File: src/rtl/stmt_lowerer_pkg.sv
// Shared types and constants for the sequential select encoder.
// Holds the FSM state encoding and the one-hot helper used for sel_onehot.
package stmt_lowerer_pkg;

  localparam int N_REQ_DEF = 4;
  localparam int CNT_W_DEF = 8;

  typedef enum logic [1:0] {
    IDLE = 2'd0,
    SCAN = 2'd1,
    HOLD = 2'd2
  } state_t;

  // Sized for the widest legal request vector (16 lines).
  function automatic logic [15:0] onehot_of(input logic [3:0] idx);
    return 16'(1) << idx;
  endfunction

endpackage

File: src/rtl/stmt_lowerer_rr_pick.sv
// Round-robin picker: first set bit of pend starting just after ptr, with wrap.
// Latency: combinational; backpressure: none (pure function of its inputs).
module stmt_lowerer_rr_pick #(
  parameter int N_REQ = 4,
  localparam int SEL_W = $clog2(N_REQ)
) (
  input  logic [N_REQ-1:0] pend,
  input  logic [SEL_W-1:0] ptr,
  output logic             found,
  output logic [SEL_W-1:0] g
);

  localparam logic [SEL_W:0] N_EXT = (SEL_W+1)'(N_REQ);

  logic [N_REQ-1:0] rot;
  logic [SEL_W:0]   base;
  logic [SEL_W:0]   idx;
  logic [SEL_W-1:0] off;

  always_comb begin
    rot   = '0;
    found = 1'b0;
    off   = '0;
    idx   = '0;
    g     = '0;
    base  = {1'b0, ptr} + (SEL_W+1)'(1);

    // rot[0] is the line right after ptr; base+i < 2*N_REQ so one subtract wraps it
    for (int i = 0; i < N_REQ; i++) begin
      idx = base + (SEL_W+1)'(i);
      if (idx >= N_EXT) idx = idx - N_EXT;
      rot[i] = pend[idx[SEL_W-1:0]];
    end

    for (int i = 0; i < N_REQ; i++) begin
      if (!found && rot[i]) begin
        found = 1'b1;
        off   = SEL_W'(i);
      end
    end

    idx = base + {1'b0, off};
    if (idx >= N_EXT) idx = idx - N_EXT;
    g = idx[SEL_W-1:0];
  end

endmodule

File: src/rtl/stmt_lowerer_seq_sel_encoder.sv
// Captures a request vector and emits one encoded sel per set bit in round-robin order.
// Latency: capture -> sel_valid in 2 cycles; sel held stable while sel_ready is low, no new capture until drained.
module stmt_lowerer_seq_sel_encoder
  import stmt_lowerer_pkg::*;
#(
  parameter int N_REQ = N_REQ_DEF,
  parameter int CNT_W = CNT_W_DEF,
  localparam int SEL_W = $clog2(N_REQ)
) (
  input  logic             clk,
  input  logic             rst,
  input  logic [N_REQ-1:0] req,
  input  logic             in_valid,
  output logic             in_ready,
  output logic [SEL_W-1:0] sel,
  output logic [N_REQ-1:0] sel_onehot,
  output logic             sel_valid,
  input  logic             sel_ready,
  output logic [CNT_W-1:0] drop_cnt
);

  state_t           state;
  state_t           state_nxt;
  logic [N_REQ-1:0] pend;
  logic [N_REQ-1:0] pend_rem;
  logic [SEL_W-1:0] ptr;
  logic             found;
  logic [SEL_W-1:0] g;

  stmt_lowerer_rr_pick #(.N_REQ(N_REQ)) u_pick (
    .pend  (pend),
    .ptr   (ptr),
    .found (found),
    .g     (g)
  );

  // sel_onehot marks the line being granted while in HOLD
  assign pend_rem = pend & ~sel_onehot;

  always_ff @(posedge clk) begin
    if (rst) state <= IDLE;
    else     state <= state_nxt;
  end

  always_comb begin
    state_nxt = state;
    case (state)
      IDLE: if (in_valid) state_nxt = SCAN;
      SCAN: state_nxt = found ? HOLD : IDLE;
      HOLD: if (sel_ready) state_nxt = (pend_rem != '0) ? SCAN : IDLE;
      default: state_nxt = IDLE;
    endcase
  end

  always_comb begin
    in_ready = (state == IDLE) && !rst;
  end

  always_ff @(posedge clk) begin
    if (rst) begin
      pend       <= '0;
      ptr        <= SEL_W'(N_REQ-1);
      sel        <= '0;
      sel_onehot <= '0;
      sel_valid  <= 1'b0;
      drop_cnt   <= '0;
    end else begin
      case (state)
        IDLE: if (in_valid) pend <= req;
        SCAN: begin
          if (!found) begin
            if (drop_cnt != {CNT_W{1'b1}}) drop_cnt <= drop_cnt + CNT_W'(1);
          end else begin
            sel        <= g;
            sel_onehot <= N_REQ'(onehot_of(4'(g)));
            sel_valid  <= 1'b1;
          end
        end
        HOLD: if (sel_ready) begin
          ptr        <= sel;
          pend       <= pend_rem;
          sel_valid  <= 1'b0;
          sel_onehot <= '0;
        end
        default: ;
      endcase
    end
  end

endmodule
File: config.mk
export PLATFORM = sky130hd
export DESIGN_NAME = stmt_lowerer_seq_sel_encoder
export DESIGN_NICKNAME = d
export VERILOG_FILES = /design/src/rtl/stmt_lowerer_pkg.sv /design/src/rtl/stmt_lowerer_rr_pick.sv /design/src/rtl/stmt_lowerer_seq_sel_encoder.sv
export SDC_FILE = /design/constraint.sdc
export NUM_CORES = 1
export LEC_CHECK = 0
export BUFFER_PORTS_ARGS = -buffer_cell sky130_fd_sc_hd__buf_2
export CORE_UTILIZATION = 25
export CTS_CLUSTER_SIZE = 12
export DETAILED_ROUTE_END_ITERATION = 10
export PLACE_DENSITY_LB_ADDON = 0.08
export SYNTH_ARGS = -nofsm -noshare
export SYNTH_HDL_FRONTEND = slang
export SYNTH_SLANG_ARGS = --single-unit
File: constraint.sdc
create_clock -name clk -period 4.39 [get_ports clk]
set_clock_uncertainty 0.15 [all_clocks]
set_input_delay 0.439 -clock clk [delete_from_list [all_inputs] [get_ports clk]]
set_output_delay 0.439 -clock clk [all_outputs]
set_load 0.02 [all_outputs]
==> flow_summary_export.csv <==
group,metric,value,unit
worst_setup_path,worst_ep_required,4400,ps
cts,ctsResizeCount,0,
synthesis,avgSynthCellArea,8.596,um2
synthesis,seq_area_frac_synth,38.53,%
power,ir_drop,0.1040,mV
sta,final-max-slew-violation-count,0,
worst_setup_path,critical_path.cell_chain,"and2b_1 > a221o_1 > nand2_1 > o221ai_1 > ha_1 > xor2_1 > xnor2_1 > xor2_1 > a22o_1",
synthesis,post_synth_inst_count,139,
detailed_routing,wire_per_inst,13.35,um
detailed_routing,drt_iter0_drc,59,
cts,number_of_clock_sinks_seen_by_cts,23,
detailed_routing,wl_met2,1.114,mm
detailed_routing,drt-total-wl,2.830,mm
global_route,largest_net_degree_at_the_start_of_global_routing,25,
sta,timing.max_slew.rel_slack,48.49,%
placement,place_inst,208,
placement,dp_hpwl,2.141,mm
detailed_routing,drt_drc_violations_left,0,
cts,tritoncts,"yes",
worst_setup_path,startpoint_type,"flip-flop",
sta,tightestPinTransition,760.6,ps
min_path,min-delay-path-class,"in2reg",
cts,clock-root-buffer,"sky130_fd_sc_hd__clkbuf_8",
worst_setup_path,worstPathArrival,2500,ps
final_layout,fraction_of_final_layout_cells_with_drive_strength_greater_than_1,18.13,%
cts,htreeDepth,1,
final_layout,final_cell_mix,"sky130_fd_sc_hd__dfxtp_1 (23), sky130_fd_sc_hd__buf_2 (23), sky130_fd_sc_hd__nor2_1 (20)",
power,power.density_cell_area,313.5,nW/um2
worst_setup_path,critPathSlowestCell,"sky130_fd_sc_hd__dfxtp_1",
detailed_routing,detail_route.first_pass.iterations,6,
placement,buffer_ports.inserted,23,
detailed_routing,final_antenna_net_count,0,
die,die_width,71.14,um
die,floorplan.rows,24,
detailed_routing,route.top_layer_used,"met4",
worst_setup_path,critPathCaptureType,"flip-flop",
sta,fin_ws,1902,ps
sta,timing.setup.tns,0,ps
sta,fmaxAchievable,401.9,MHz
sta,min_period_over_period,56.68,%
cts,tritoncts.num_buffers,3,
cts,postCtsSetupRepairBufs,0,
global_route,final_global_route_overflow_total,0,
global_route,grt_use_total,11.47,%
die,floorplan.initialDensity,26.71,%
cts,worst_setup_hold_path_clk_slew,80,ps
global_route,grt_first_pass_wirelength,4.581,mm
power,leakagePower,0.5718,nW
die,die_height,71.14,um
die,placeableCoreArea,4474,um2
worst_setup_path,worst-path-max-fanout,8,
synthesis,synth.cell_area,1195,um2
final_layout,antenna_cells_inserted,0,
global_route,antenna_found_initial,0,
sta,rsz0062_at_grt,"false",
worst_setup_path,critical-path-max-stage-delay,460,ps
placement,globalplace.congestion,0.7455,
sta,final-setup-viol-count,0,
final_layout,finish.cell_count_without_fillers,212,
cts,holdBufCountCts,0,
die,io-pin-count,24,
global_route,number_of_global_route_vias_before_repair,907,
detailed_routing,vias_per_cell,4.953,
sta,min_period,2488,ps
placement,dp_worst_setup_slack,1930,ps
detailed_routing,dr_total_vias,1050,
detailed_routing,detailroute.wirelength.met3,148,um
final_layout,finish.net_count,171,
cts,insertion_delay,260,ps
synthesis,yosysWarningCount,0,
final_layout,finish.utilization,30.87,%
worst_setup_path,library_cell_appearing_most_often_on_the_critical_path,"sky130_fd_sc_hd__xor2_1",
synthesis,synth_cell_types,40,
die,die-area,5060,um2
synthesis,yosys_register_bits,23,
final_layout,areaGrowthSynthToFinish,15.60,%
cts,clockBufferDepth,2,
detailed_routing,met1Wirelength,1.548,mm
status,status,"complete, no violations",
sta,finalHoldViolCount,0,
synthesis,post_synthesis_net_count,149,
job,number_of_violations_of_the_max_capacitance_limit,0,
worst_setup_path,critical_path_class,"reg2reg",
[flip-flops by register name, summed over array words and instances, names as in the netlist]
name        flops
ptr             2
sel             2
sel_valid       1
pend            4
drop_cnt        8
state           2
sel_onehot      4
[critical path, delay by kind of cell, from the launching register on]
kind / cells / cell delay [ps]
compound gates: 3 / 620
xor+xnor: 3 / 650
fa+ha+maj: 1 / 210
flops: 1 / 460
simple gates: 2 / 300
[routing by layer]
layer / up-vias / global-route usage (%)
met5: - / 0
met4: 0 / 3.333
met3: 2 / 3.419
met2: 31 / 16.45
met1: 486 / 16.52
li1: 531 / -
[logic make-up (layout without fill, tap and decap cells)]
family                     Yosys count  after routing  synth area share, %
xor gates and xnor gates            11             11                8.063
AOI/OAI and AO/OA                   25             25                15.71
and+or+nand+nor                     62             62                26.49
buffers and inverters               11             32                4.816
muxes                                5              5                4.293
adders and majority gates            2              2                2.094
DFF                                 23             23                38.53
[cells in the mapped netlist, drive strengths merged]
| master | count | area share, % |
|---|---|---|
| o311ai | 2 | 1.5 |
| or2b | 1 | 0.63 |
| a311oi | 1 | 2.2 |
| o22ai | 1 | 0.52 |
| clkbuf | 2 | 0.63 |
| buf | 4 | 2.6 |
| nor2b | 2 | 1.0 |
| nand2b | 3 | 1.6 |
| and3b | 1 | 0.73 |
| nand3 | 9 | 3.8 |
| and4 | 1 | 0.73 |
| a22oi | 4 | 2.5 |
| xnor2 | 3 | 2.2 |
| and2 | 1 | 0.52 |
| xor2 | 8 | 5.9 |
| mux2i | 4 | 3.4 |
| nand3b | 2 | 1.3 |
| nor3 | 6 | 2.5 |
| o221ai | 1 | 0.73 |
| nand2 | 8 | 2.5 |
| and3 | 1 | 0.52 |
| nor2 | 20 | 6.3 |
| a221o | 1 | 0.84 |
| a21oi | 1 | 0.42 |
| ha | 2 | 2.1 |
| inv | 5 | 1.6 |
| a22o | 2 | 1.5 |
| dfxtp | 23 | 39 |
| nand4 | 2 | 1.0 |
| and2b | 2 | 1.3 |
| or4 | 2 | 1.6 |
| a211o | 1 | 0.73 |
| o21ai | 10 | 4.2 |
| nor4 | 1 | 0.52 |
| o21a | 1 | 0.63 |
| mux2 | 1 | 0.94 |
[final cells by class]
class	count	area, um2
well taps	52	65.06
repair buffers	23	115.1
fillers	493	3093
clock buffers	4	45.04
flip-flops and latches	23	460.4
multi-input cells	105	676.9
inverters	5	18.77
[stage by stage]
stage	total power [W]	hold slack, ps	cell area, um2
finish	0.0004331	278.9	1381
global route	0.0004622	271.0	1381
CTS	0.0004421	273.5	1381
detailed placement	0.0003074	305.0	1336
global placement	0.0003077	293.9	1336
floorplan	0.0002888	349.0	1195
[worst paths after layout]
path / cells past startpoint / startpoint / end / slack (ps)
setup reg to reg: 9 / pend[2] / sel_onehot[0] / 1900
hold / removal: 3 / req[2] / pend[2] / 280
setup / recovery: 9 / pend[2] / sel_onehot[0] / 1900
hold reg to reg: 2 / sel_valid / sel_valid / 310
[power by group]
group | internal [W] | switching, W
Clock | 0.0000647 | 0.0000658
Sequential | 0.000217 | 0.0000124
Combinational | 0.0000317 | 0.0000418
Note: power is estimated with default switching activity, not from simulation.
